**src/rtl/alu_pkg.sv**
```systemverilog
// ---------------------------------------------------------------------------
// alu_pkg
//  Shared definitions for the registered ALU (alu_pipe) and its sequential
//  multiplier (alu_mul_seq).
//  Contents:
//   - 4-bit opcode encodings ALU_AND .. ALU_EQ and ALU_MUL
//   - FSM state encoding (ST_IDLE, ST_MUL)
//   - signed-overflow helper functions for ADD and SUB, driven by sign bits
//  Optional feature macro: ALU_PIPE_MUL_EN (used by alu_pipe; ST_MUL and
//  ALU_MUL are only meaningful when it is defined).
// ---------------------------------------------------------------------------
package alu_pkg;

   localparam logic [3:0] ALU_AND  = 4'b0000;
   localparam logic [3:0] ALU_OR   = 4'b0001;
   localparam logic [3:0] ALU_ADD  = 4'b0010;
   localparam logic [3:0] ALU_XOR  = 4'b0011;
   localparam logic [3:0] ALU_SLL  = 4'b0100;
   localparam logic [3:0] ALU_SRL  = 4'b0101;
   localparam logic [3:0] ALU_SUB  = 4'b0110;
   localparam logic [3:0] ALU_SLT  = 4'b0111;
   localparam logic [3:0] ALU_SRA  = 4'b1000;
   localparam logic [3:0] ALU_SLTU = 4'b1001;
   localparam logic [3:0] ALU_MUL  = 4'b1010;
   localparam logic [3:0] ALU_NOR  = 4'b1100;
   localparam logic [3:0] ALU_EQ   = 4'b1111;

   typedef enum logic {
      ST_IDLE = 1'b0,
      ST_MUL  = 1'b1
   } state_t;

   // Two's-complement add overflows when both operands share a sign and the
   // result sign differs from it.
   function automatic logic add_ovf(input logic a_msb, input logic b_msb, input logic r_msb);
      return (a_msb == b_msb) && (r_msb != a_msb);
   endfunction

   // a-b overflows when the operand signs differ and the result sign is not a's.
   function automatic logic sub_ovf(input logic a_msb, input logic b_msb, input logic r_msb);
      return (a_msb != b_msb) && (r_msb != a_msb);
   endfunction

endpackage

```
**src/rtl/alu_pipe_mul.sv**
```systemverilog
// ---------------------------------------------------------------------------
// alu_mul_seq
//  Unsigned shift-add multiplier, one multiplier bit per cycle.
//  The first partial product is folded into the start cycle, so the final
//  product is in place and done pulses WIDTH-1 cycles after start; the parent
//  registers it on the following edge, i.e. WIDTH cycles after acceptance.
//  Only instantiated when ALU_PIPE_MUL_EN is defined.
//  Ports:
//   clk      in   1         rising-edge clock
//   rst      in   1         asynchronous active-high reset (abandons the op)
//   start    in   1         load operands and begin
//   a        in   WIDTH     multiplicand
//   b        in   WIDTH     multiplier
//   done     out  1         one-cycle pulse, product valid
//   product  out  2*WIDTH   full unsigned product
// ---------------------------------------------------------------------------
module alu_mul_seq #(
   parameter int WIDTH = 32
) (
   input  logic               clk,
   input  logic               rst,
   input  logic               start,
   input  logic [WIDTH-1:0]   a,
   input  logic [WIDTH-1:0]   b,
   output logic               done,
   output logic [2*WIDTH-1:0] product
);

   localparam int CNT_W = $clog2(WIDTH) + 1;

   logic [2*WIDTH-1:0] acc_r;
   logic [2*WIDTH-1:0] mcand_r;
   logic [WIDTH-1:0]   mplier_r;
   logic [CNT_W-1:0]   cnt_r;
   logic               busy_r;
   logic               done_r;

   // Shift-add iteration: consume one multiplier bit per cycle.
   always_ff @(posedge clk or posedge rst) begin
      if (rst) begin
         acc_r    <= '0;
         mcand_r  <= '0;
         mplier_r <= '0;
         cnt_r    <= '0;
         busy_r   <= 1'b0;
         done_r   <= 1'b0;
      end else begin
         done_r <= 1'b0;
         if (start) begin
            // bit 0 handled here so the op completes in WIDTH cycles overall
            acc_r    <= b[0] ? {{WIDTH{1'b0}}, a} : '0;
            mcand_r  <= {{WIDTH{1'b0}}, a} << 1;
            mplier_r <= b >> 1;
            cnt_r    <= CNT_W'(1);
            busy_r   <= 1'b1;
         end else if (busy_r) begin
            if (mplier_r[0]) begin
               acc_r <= acc_r + mcand_r;
            end
            mcand_r  <= mcand_r << 1;
            mplier_r <= mplier_r >> 1;
            cnt_r    <= cnt_r + CNT_W'(1);
            if (cnt_r == CNT_W'(WIDTH - 1)) begin
               busy_r <= 1'b0;
               done_r <= 1'b1;
            end
         end
      end
   end

   assign done    = done_r;
   assign product = acc_r;

endmodule

```
**src/rtl/alu_pipe.sv**
```systemverilog
// ---------------------------------------------------------------------------
// alu_pipe
//  Registered ALU with valid/ready on both sides. Single-cycle ops are
//  computed combinationally and captured in the output register; at most one
//  result is in flight. A tag travels with each operation.
//  Optional feature macro: ALU_PIPE_MUL_EN -- builds the WIDTH-cycle
//  sequential unsigned multiplier for opcode 1010. Without it, 1010 is ADD
//  and no FSM or multiplier logic exists.
//  Ports:
//   clk, rst                 clock, asynchronous active-high reset
//   in_valid/in_ready        operand handshake
//   a_in, b_in, alu_ctrl     operands and opcode (shifts use low log2(WIDTH) bits of b_in)
//   tag_in / tag_out         issue tag, passed through unchanged
//   out_valid/out_ready      result handshake
//   alu_out                  registered result
//   zero, overflow, carry_out registered flags
// ---------------------------------------------------------------------------
module alu_pipe
   import alu_pkg::*;
#(
   parameter int WIDTH = 32,
   parameter int TAG_W = 4
) (
   input  logic             clk,
   input  logic             rst,
   input  logic             in_valid,
   output logic             in_ready,
   input  logic [WIDTH-1:0] a_in,
   input  logic [WIDTH-1:0] b_in,
   input  logic [3:0]       alu_ctrl,
   input  logic [TAG_W-1:0] tag_in,
   output logic             out_valid,
   input  logic             out_ready,
   output logic [WIDTH-1:0] alu_out,
   output logic [TAG_W-1:0] tag_out,
   output logic             zero,
   output logic             overflow,
   output logic             carry_out
);

   localparam int SH_W = $clog2(WIDTH);

   logic [WIDTH:0]     add_s;
   logic [WIDTH:0]     sub_s;
   logic [SH_W-1:0]    sh_s;
   logic [WIDTH-1:0]   res_s;
   logic               cout_s;
   logic               ovf_s;
   logic               push_s;
   logic               pop_s;
   logic               is_mul_s;
   logic               idle_s;

   logic               out_valid_r;
   logic [WIDTH-1:0]   alu_out_r;
   logic [TAG_W-1:0]   tag_out_r;
   logic               zero_r;
   logic               overflow_r;
   logic               carry_r;

`ifdef ALU_PIPE_MUL_EN
   state_t             state_r;
   logic [TAG_W-1:0]   mul_tag_r;
   logic               mul_done_s;
   logic [2*WIDTH-1:0] mul_prod_s;

   assign is_mul_s = (alu_ctrl == ALU_MUL);
   assign idle_s   = (state_r == ST_IDLE);
`else
   assign is_mul_s = 1'b0;
   assign idle_s   = 1'b1;
`endif

   // rst is folded in so nothing is accepted while reset is held
   assign in_ready = ~rst & idle_s & (~out_valid_r | out_ready);
   assign push_s   = in_valid & in_ready;
   assign pop_s    = out_valid_r & out_ready;
   assign sh_s     = b_in[SH_W-1:0];

   // Single-cycle datapath; unlisted opcodes fall through to ADD.
   always_comb begin
      add_s  = {1'b0, a_in} + {1'b0, b_in};
      sub_s  = {1'b0, a_in} + {1'b0, ~b_in} + {{WIDTH{1'b0}}, 1'b1};
      res_s  = '0;
      cout_s = 1'b0;
      ovf_s  = 1'b0;
      case (alu_ctrl)
         ALU_AND:  res_s = a_in & b_in;
         ALU_OR:   res_s = a_in | b_in;
         ALU_XOR:  res_s = a_in ^ b_in;
         ALU_NOR:  res_s = ~(a_in | b_in);
         ALU_SLL:  res_s = a_in << sh_s;
         ALU_SRL:  res_s = a_in >> sh_s;
         ALU_SRA:  res_s = $unsigned($signed(a_in) >>> sh_s);
         ALU_SLT:  res_s = {{(WIDTH-1){1'b0}}, ($signed(a_in) < $signed(b_in))};
         ALU_SLTU: res_s = {{(WIDTH-1){1'b0}}, (a_in < b_in)};
         ALU_EQ:   res_s = {{(WIDTH-1){1'b0}}, (a_in == b_in)};
         ALU_SUB: begin
            res_s  = sub_s[WIDTH-1:0];
            cout_s = sub_s[WIDTH];
            ovf_s  = sub_ovf(a_in[WIDTH-1], b_in[WIDTH-1], sub_s[WIDTH-1]);
         end
`ifdef ALU_PIPE_MUL_EN
         ALU_MUL: begin
            // result comes from the multiplier, not from this path
            res_s = '0;
         end
`endif
         default: begin
            res_s  = add_s[WIDTH-1:0];
            cout_s = add_s[WIDTH];
            ovf_s  = add_ovf(a_in[WIDTH-1], b_in[WIDTH-1], add_s[WIDTH-1]);
         end
      endcase
   end

`ifdef ALU_PIPE_MUL_EN
   alu_mul_seq #(
      .WIDTH (WIDTH)
   ) u_mul (
      .clk     (clk),
      .rst     (rst),
      .start   (push_s & is_mul_s),
      .a       (a_in),
      .b       (b_in),
      .done    (mul_done_s),
      .product (mul_prod_s)
   );

   // Control FSM: park in ST_MUL while the multiplier runs, holding its tag.
   always_ff @(posedge clk or posedge rst) begin
      if (rst) begin
         state_r   <= ST_IDLE;
         mul_tag_r <= '0;
      end else begin
         case (state_r)
            ST_IDLE: begin
               if (push_s && is_mul_s) begin
                  state_r   <= ST_MUL;
                  mul_tag_r <= tag_in;
               end
            end
            ST_MUL: begin
               if (mul_done_s) begin
                  state_r <= ST_IDLE;
               end
            end
            default: state_r <= ST_IDLE;
         endcase
      end
   end
`endif

   // Output register: load on a single-cycle push or multiplier completion,
   // otherwise drop valid on a pop and hold everything else stable.
   always_ff @(posedge clk or posedge rst) begin
      if (rst) begin
         out_valid_r <= 1'b0;
         alu_out_r   <= '0;
         tag_out_r   <= '0;
         zero_r      <= 1'b0;
         overflow_r  <= 1'b0;
         carry_r     <= 1'b0;
      end else if (push_s && !is_mul_s) begin
         out_valid_r <= 1'b1;
         alu_out_r   <= res_s;
         tag_out_r   <= tag_in;
         zero_r      <= (res_s == '0);
         overflow_r  <= ovf_s;
         carry_r     <= cout_s;
`ifdef ALU_PIPE_MUL_EN
      end else if (mul_done_s) begin
         out_valid_r <= 1'b1;
         alu_out_r   <= mul_prod_s[WIDTH-1:0];
         tag_out_r   <= mul_tag_r;
         zero_r      <= (mul_prod_s[WIDTH-1:0] == '0);
         overflow_r  <= 1'b0;
         carry_r     <= |mul_prod_s[2*WIDTH-1:WIDTH];
`endif
      end else if (pop_s) begin
         // covers an accepted MUL that pops the previous result the same cycle
         out_valid_r <= 1'b0;
      end
   end

   assign out_valid = out_valid_r;
   assign alu_out   = alu_out_r;
   assign tag_out   = tag_out_r;
   assign zero      = zero_r;
   assign overflow  = overflow_r;
   assign carry_out = carry_r;

endmodule

```
**config.mk**
```make
export PLATFORM = sky130hd
export DESIGN_NAME = alu_pipe
export DESIGN_NICKNAME = d
export VERILOG_FILES = /design/src/rtl/alu_pkg.sv /design/src/rtl/alu_pipe_mul.sv /design/src/rtl/alu_pipe.sv
export SDC_FILE = /design/constraint.sdc
export NUM_CORES = 1
export LEC_CHECK = 0
export ABC_AREA = 0
export CAP_MARGIN = 20
export CORE_MARGIN = 5
export CORE_UTILIZATION = 60
export CTS_CLUSTER_DIAMETER = 150
export DETAILED_ROUTE_END_ITERATION = 8
export HOLD_SLACK_MARGIN = 0.1
export PLACE_DENSITY = 0.83
export RECOVER_POWER = 50
export SLEW_MARGIN = 30
export SYNTH_ARGS = -nofsm -noshare
export SYNTH_HDL_FRONTEND = slang
export SYNTH_SLANG_ARGS = --single-unit
```
**constraint.sdc**
```tcl
create_clock -name clk -period 3 [get_ports clk]
set_input_delay 0.75 -clock clk [delete_from_list [all_inputs] [get_ports clk]]
set_output_delay 0.75 -clock clk [all_outputs]
set_load 0.1 [all_outputs]
```
==> results of run 1 <==
-- cells in the mapped netlist, types with 10 or more instances --
library cell	number	area share, %
a211o_1	12	0.90
a211oi_1	28	1.8
a21o_1	13	0.83
a21oi_1	113	4.8
a221oi_1	10	0.75
a22oi_1	27	1.7
a31oi_1	10	0.53
and2_1	14	0.75
and3_1	12	0.64
buf_1	12	0.38
buf_2	27	1.2
clkbuf_1	77	2.5
dfrtp_1	40	8.5
ha_1	97	10
inv_1	102	3.3
mux2_2	46	4.4
mux2i_1	66	5.6
mux4_2	38	7.3
nand2_1	139	4.5
nand2b_1	24	1.3
nand3_1	30	1.3
nand4_1	17	0.91
nor2_1	135	4.3
nor2b_1	17	0.91
nor3_1	40	1.7
nor3b_1	10	0.64
nor4_1	15	0.80
o2111ai_1	10	0.75
o211ai_1	30	1.9
o21ai_0	85	3.6
o21bai_1	13	0.83
o221ai_1	16	1.2
o22a_1	10	0.75
o22ai_1	17	0.91
o31ai_1	19	1.2
or3_1	14	0.75
-- logic make-up after synthesis --
| logic type | after synthesis | share of synthesized area (%) |
|---|---|---|
| flops | 40 | 8.55 |
| mux | 156 | 18.0 |
| fa+ha+maj | 99 | 10.7 |
| xor+xnor | 7 | 0.523 |
| buf+inv | 237 | 8.57 |
| simple gates | 513 | 21.9 |
| compound gates | 529 | 31.8 |
-- what timing repair did --
action	in CTS
setup buffers	30
gates resized for setup	250
setup endpoints to repair	36
pin swaps	53
gates cloned	1
-- per-stage QoR --
stage | cell area, sq um | hold slack, ps | instances | setup slack [ps]
2_1_floorplan | 12000 | 736 | 1581 | -1290
3_3_place_gp | 17400 | 466 | 2445 | -1730
3_5_place_dp | 17400 | 468 | 2445 | -1970
4_1_cts | 18600 | 484 | 2483 | -1140
-- metal layers --
metal / global-route usage (%) / GRT overflow
met5: 53.6 / 9
met4: 102 / 340
met3: 78.9 / 35
met2: 111 / 683
met1: 86.3 / 26
==> impl_metrics.ini, run 1 <==
[cts]
cts_buffers = 5
clockBufferDepth = 2
cts_root_buf = clkbuf_16
clock-sinks = 40
holdBufCountCts = 0
htree_levels = 2

[die]
die_w_um = 150
core.rowCount = 51
io_pins = 117
die_h_um = 150
initial_core_util_pct = 60.6

[placed_design]
io_buffers = 116
place.gp.congestion = 1.28
dpl.hpwl_mm = 53.7

[synthesis]
syn_nets = 1756
syn_avg_cell_area_sq_um = 7.41
synth_warnings = 0
synth_edf_count = 0
ys_types = 96
synthFlopType = dfrtp_1
syn_inst = 1581
ys_seq_area_share_pct = 8.55
synth_seq_cells = 40
synthArstFlopShare_pct = 100
netlist_area_sq_mm = 0.0117

[grt]
grt_pass1_wl_mm = 161
grt_max_degree = 57
grt.total_usage_pct = 93.1
grt_overflow = 1093
grt_pass1_vias = 24700

[status]
error = [ERROR GRT-0116] Global routing finished with congestion. Check the congestion regions in the DRC Viewer.
status = did not finish
lastStage = global routing (5_1_grt)
==> inputs of run 2 (changes only) <==
--- a/config.mk
+++ b/config.mk
@@ -8,11 +8,9 @@
 export ABC_AREA = 0
 export CAP_MARGIN = 20
 export CORE_MARGIN = 5
-export CORE_UTILIZATION = 60
-export CTS_CLUSTER_DIAMETER = 150
+export CORE_UTILIZATION = 40
 export DETAILED_ROUTE_END_ITERATION = 8
-export HOLD_SLACK_MARGIN = 0.1
-export PLACE_DENSITY = 0.83
+export PLACE_DENSITY_LB_ADDON = 0.15
 export RECOVER_POWER = 50
 export SLEW_MARGIN = 30
 export SYNTH_ARGS = -nofsm -noshare
==> impl_metrics.ini, run 2 <==
[detailed_routing]
dr.first_iter.drc_count = 2285
dr.pass1.iters = 6
routed_via_density = 6.28
drc = 0
vias = 17100
routed_wl_mm = 69.8
antenna_left = 0
wl_per_cell_um = 25.7

[cells_and_area]
mostFrequentLayoutCell = buf_4
most-common-layout-cells = buf_4, nand2_1, nor2_1
fill_cells = 2322
layout-drive-gt1-share_pct = 52.8
areaGrowthSynthToFinish_pct = 78.0
n_antenna_cell = 0
final_cell_count_no_fill = 2717
largest_register_ffs = 32
final_net_count = 2507

[die]
initial_core_util_pct = 40.7
core.rowCount = 62
die_w_um = 181
io_pins = 117
die_area_sq_mm = 0.0328
die_h_um = 181
core_area_sq_mm = 0.0288

[sta]
finalSetupViolCount = 32
min_period_over_period_pct = 135
slew_headroom_pct = 18.6
rsz0062_at_grt = true
min_period_ps = 4050
hold_viol = 0
skew_ps = 5.87
fin_ws_ps = -1050
worstMarginPinSlew_ps = 1230
timing.fmax_mhz = 247
slew_violations = 0

[grt]
grt.total_usage_pct = 40.1
antenna_found_initial = 0
grt_max_degree = 57
grt_pass1_vias = 16700
grt_pass1_wl_mm = 103
grt_overflow = 0

[critical_path]
slowest_stage = mux4_2
crit_type = primary input to flop
crit_required_ps = 3220
cp-start-kind = primary input
max_stage_delay_ps = 520
path_buf_inv = 6
crit_family = compound AO/OA/AOI/OAI gates
cp_max_fo = 8
worstSetupEndpointType = flop
cp_cell_sequence = buf_8 > buf_6 > buf_12 > buf_12 > buf_6 > mux4_2 > mux2_4 > a21oi_2 > buf_4 > o211ai_1 > nor3_2 > o221ai_1 > a32o_2 > nor4_1 > nand4_1 > nor3_4 > a32o_1
cp.arrival_ps = 4270

[cts]
clock-sinks = 40
cts_buffers = 5
clk_pin_slew_worst_paths_ps = 60
cts_root_buf = clkbuf_16
clockBufferDepth = 2
insertion_delay_ps = 290
htree_levels = 2
cts_tree = done

[status]
status = complete, but fails checks
violations = negative setup slack

[placed_design]
place.gp.congestion = 1.09
dpl.hpwl_mm = 54.4
place_ws_ps = -1910
placed_cells = 2610
io_buffers = 116

[synthesis]
synth.top_cell.area_share_pct = 10.4
synth.most_common_cell = nand2_1
synthArstFlopShare_pct = 100
synth_warnings = 0
synth_seq_cells = 40
synth_edf_count = 0
synth_top_area_cell = ha_1
synth_area_leaders = ha_1, dfrtp_1, mux4_2
synthFlopType = dfrtp_1
netlist_area_sq_mm = 0.0117
ys_seq_area_share_pct = 8.55
syn_inst = 1581
ys_types = 96
syn_avg_cell_area_sq_um = 7.41
ys_top_cells_by_count = nand2_1, nor2_1, a21oi_1, inv_1, ha_1
syn_nets = 1756

[power_and_ir_drop]
power_leakage_nw = 9.41
finalPower_w = 0.00669
vdd_drop_max_v = 0.000378
powerDensity_mw_per_mm2 = 321

[hold_path]
hold_class = flop to flop

[run]
maxCapViolCount = 0
run 2: layout make-up:
type                            instances  area [sq um]  share of cell area (%)
Sequential cell                        40          1000                    4.80
Timing Repair Buffer                  872          7200                    34.6
Inverter                              109           473                    2.27
Multi-Input combinational cell       1304         11500                    55.3
Clock buffer                            5           125                   0.600
Clock inverter                          3          42.5                   0.204
Tap cell                              384           480                    2.30
run 2: cell families (layout without fill, tap and decap cells):
group	Yosys count	count (layout)	share of synthesized area, %
AOI/OAI and AO/OA	529	529	31.8
xor gates and xnor gates	7	7	0.523
adders and majority gates	99	99	10.7
buffers and inverters	237	989	8.57
DFF	40	40	8.55
muxes	156	156	18.0
and+or+nand+nor	513	513	21.9
run 2: final timing paths:
path,startpoint,endpoint,slack (ps),cells after the start
worst max-delay path,b_in[0],zero,-1050,17
worst min-delay path,alu_out[31],alu_out[31],490,2
worst max register to register,out_valid,zero,-260,13
worst min register to register,alu_out[31],alu_out[31],490,2
max in group asynchronous,rst,alu_out[8],1000,3
min in group asynchronous,rst,carry_out,1360,3
run 2: through the flow:
step | hold WS (ps) | setup TNS [ps] | instance area [sq um] | util [%]
2_1_floorplan | 736 | -15070 | 12000 | -
3_3_place_gp | 467 | -38020 | 17900 | 62.3
3_5_place_dp | 476 | -39980 | 17900 | 62.3
4_1_cts | 490 | -13010 | 20300 | 70.6
5_1_grt | 522 | -16730 | 20800 | 72.4
6_report | 490 | -14290 | 20800 | 72.4
run 2: routing by layer:
layer	GRT usage (%)	vias up	part of all wire, %
li1	-	7498	-
met1	52.7	8171	39
met2	62.7	1134	43
met3	7.20	271	10
met4	21.0	0	7.5
met5	0	-	0
run 2: worst min-delay path, cell delays in order, from the launching register on:
cell and delay, ps:
dfrtp_1 350, nand2_1 50, o21ai_0 60
run 2: where the power goes:
| group | leakage (nW) | internal [W] | switching, W |
|---|---|---|---|
| sequential | 0.492 | 0.000673 | 0.0000743 |
| clock | 0.0798 | 0.000391 | 0.000221 |
| combinational | 8.84 | 0.00217 | 0.00316 |
run 2: timing repair:
action                     in CTS  in global routing
pin swaps                     106                 61
buffers inserted               82                 20
setup endpoints to repair      35                 35
hold buffers                    0                  0
gates cloned                    3                  0
gates resized for setup       490                108
Note: power is estimated with default switching activity, not from simulation.
==> inputs of run 3 (changes only) <==
--- a/config.mk
+++ b/config.mk
@@ -7,6 +7,7 @@
 export LEC_CHECK = 0
 export ABC_AREA = 0
 export CAP_MARGIN = 20
+export CORE_ASPECT_RATIO = 0.5
 export CORE_MARGIN = 5
 export CORE_UTILIZATION = 40
 export DETAILED_ROUTE_END_ITERATION = 8
==> impl_metrics.ini, run 3 (synthesis results as in run 2) <==
[critical_path]
cp_max_fo = 3
crit_required_ps = 3220
cp-start-kind = primary input
r2r_start = out_valid
cp.arrival_ps = 4260
r2r_end = zero
max_stage_delay_ps = 460
cp_cell_sequence = buf_12 > ha_4 > inv_2 > fa_2 > nand2b_4 > a2111o_1 > a2111oi_4 > buf_6 > buf_4 > buf_6 > nor3_2 > xnor2_2 > a2111oi_4 > nand4_1 > nor4_4 > nand4_1 > nor3_4 > a32o_1
r2r_slack_ps = -280
crit_type = primary input to flop
rr_worst_depth = 13
slowest_stage = a2111o_1
worstSetupEndpointType = flop

[cells_and_area]
areaGrowthSynthToFinish_pct = 82.7
layout-drive-gt1-share_pct = 55.3
final_net_count = 2538
final_cell_count_no_fill = 2756
mostFrequentLayoutCell = buf_4
fill_cells = 2128
largest_register_ffs = 32
most-common-layout-cells = buf_4, nand2_1, nor2_1

[placed_design]
placed_cells = 2635
dpl.hpwl_mm = 58.5
place.gp.congestion = 1.08
io_buffers = 116

[sta]
hold_ws_ps = 478
min_period_ps = 4040
timing.fmax_mhz = 248
min_period_over_period_pct = 135
hold_viol = 0
skew_ps = 7.47
fin_ws_ps = -1040
slew_violations = 0
worstMarginPinSlew_ps = 1170
rsz0062_at_grt = true
slew_headroom_pct = 22.2
finalSetupViolCount = 35

[die]
core.rowCount = 44
core_area_sq_mm = 0.0289
initial_core_util_pct = 40.5
io_pins = 117
die_area_sq_mm = 0.0330
die_h_um = 131
die_w_um = 252

[run]
maxCapViolCount = 0

[cts]
holdBufCountCts = 0
cts_tree = done
cts_buffers = 5
clk_pin_slew_worst_paths_ps = 60
clock-sinks = 40
htree_levels = 2
clockBufferDepth = 2
insertion_delay_ps = 280
cts_root_buf = clkbuf_16

[detailed_routing]
dr.pass1.iters = 8
dr.first_iter.drc_count = 2865
routed_wl_mm = 75.5
routed_via_density = 6.50
wl_per_cell_um = 27.4
drc = 0
vias = 17900
antenna_left = 0

[grt]
grt.total_usage_pct = 42.3
antenna_found_initial = 1
grt_pass1_vias = 16500
grt_pass1_wl_mm = 106
grt_overflow = 0
grt_max_degree = 57

[hold_path]
min_path_cells = 2
min_to = alu_out[25]
hold_class = flop to flop
min_from = alu_out[25]

[power_and_ir_drop]
powerDensity_mw_per_mm2 = 324
power_leakage_nw = 9.62
vdd_drop_max_v = 0.000763

[status]
violations = negative setup slack
status = complete, but fails checks
[run 3: cell count changes in the layout (fill, tap and decap cells not counted), sizes merged]
cell           change
clkinv             +2
clkdlybuf4s50      +3
clkbuf             +6
clkdlybuf4s15      -2
dlygate4sd2        -5
bufinv             -1
buf               +31
diode              +1
dlymetal6s2s       -2
inv                -1
[run 3: what timing repair did]
| item | 4_1_cts | 5_1_grt |
|---|---|---|
| setup endpoints to repair | 35 | 36 |
| gates resized for setup | 479 | 196 |
| setup buffers | 88 | 36 |
| endpoints found under the hold margin | 0 | 0 |
| cloned | 1 | 4 |
| pin swaps | 123 | 83 |
[run 3: final cells by class]
cell class | instances | area (sq um) | share of cell area, %
Sequential cell | 40 | 1000 | 4.68
Timing Repair Buffer | 903 | 7480 | 35.0
Multi-Input combinational cell | 1304 | 11800 | 55.2
Clock buffer | 5 | 125 | 0.585
Tap cell | 391 | 489 | 2.29
Antenna cell | 1 | 2.50 | 0.0117
Inverter | 109 | 467 | 2.18
Clock inverter | 3 | 18.8 | 0.0877
[run 3: worst max path at each step]
stage / start / slack (ps) / to / cells after the start
6_report: b_in[0] / -1040 / zero / 18
5_1_grt: b_in[0] / -1130 / zero / 18
4_1_cts: b_in[0] / -950 / zero / 16
3_5_place_dp: a_in[0] / -1810 / zero / 20
3_3_place_gp: a_in[0] / -1750 / zero / 16
2_1_floorplan: b_in[1] / -1290 / zero / 17
[run 3: layer usage]
| layer | global-route usage [%] | up-vias | wire length [um] |
|---|---|---|---|
| met5 | 0 | - | 0 |
| li1 | - | 7585 | - |
| met3 | 16.1 | 247 | 12300 |
| met1 | 60.7 | 8627 | 31100 |
| met4 | 9.50 | 0 | 2460 |
| met2 | 60.1 | 1465 | 29600 |
[run 3: power breakdown]
part	total, W	internal, W	leakage, nW	switching (W)
registers	0.000748	0.000673	0.492	0.0000750
logic	0.00568	0.00230	9.05	0.00337
clock network	0.000505	0.000306	0.0736	0.000199
total	0.00693	0.00328	9.62	0.00365
[run 3: metrics by stage]
step	setup TNS (ps)	power, W	utilization [%]	cell area, sq um	setup WS (ps)
final	-15910	0.00693	74.0	21400	-1040
after global routing	-17770	0.00712	74.0	21400	-1130
after CTS	-12940	0.00649	70.5	20400	-945
after detailed placement	-41230	0.00544	62.4	18000	-1810
after global placement	-40020	0.00539	62.4	18000	-1750
after floorplan	-15070	0.00332	-	12000	-1290
[run 3: worst max-delay path, delay by kind of cell]
kind / cells / cell delay, ps
AO/OA/AOI/OAI: 4 / 1360
AND/OR/NAND/NOR: 6 / 1010
buffers and inverters: 5 / 510
adder cells (fa/ha/maj): 2 / 480
XOR/XNOR: 1 / 140
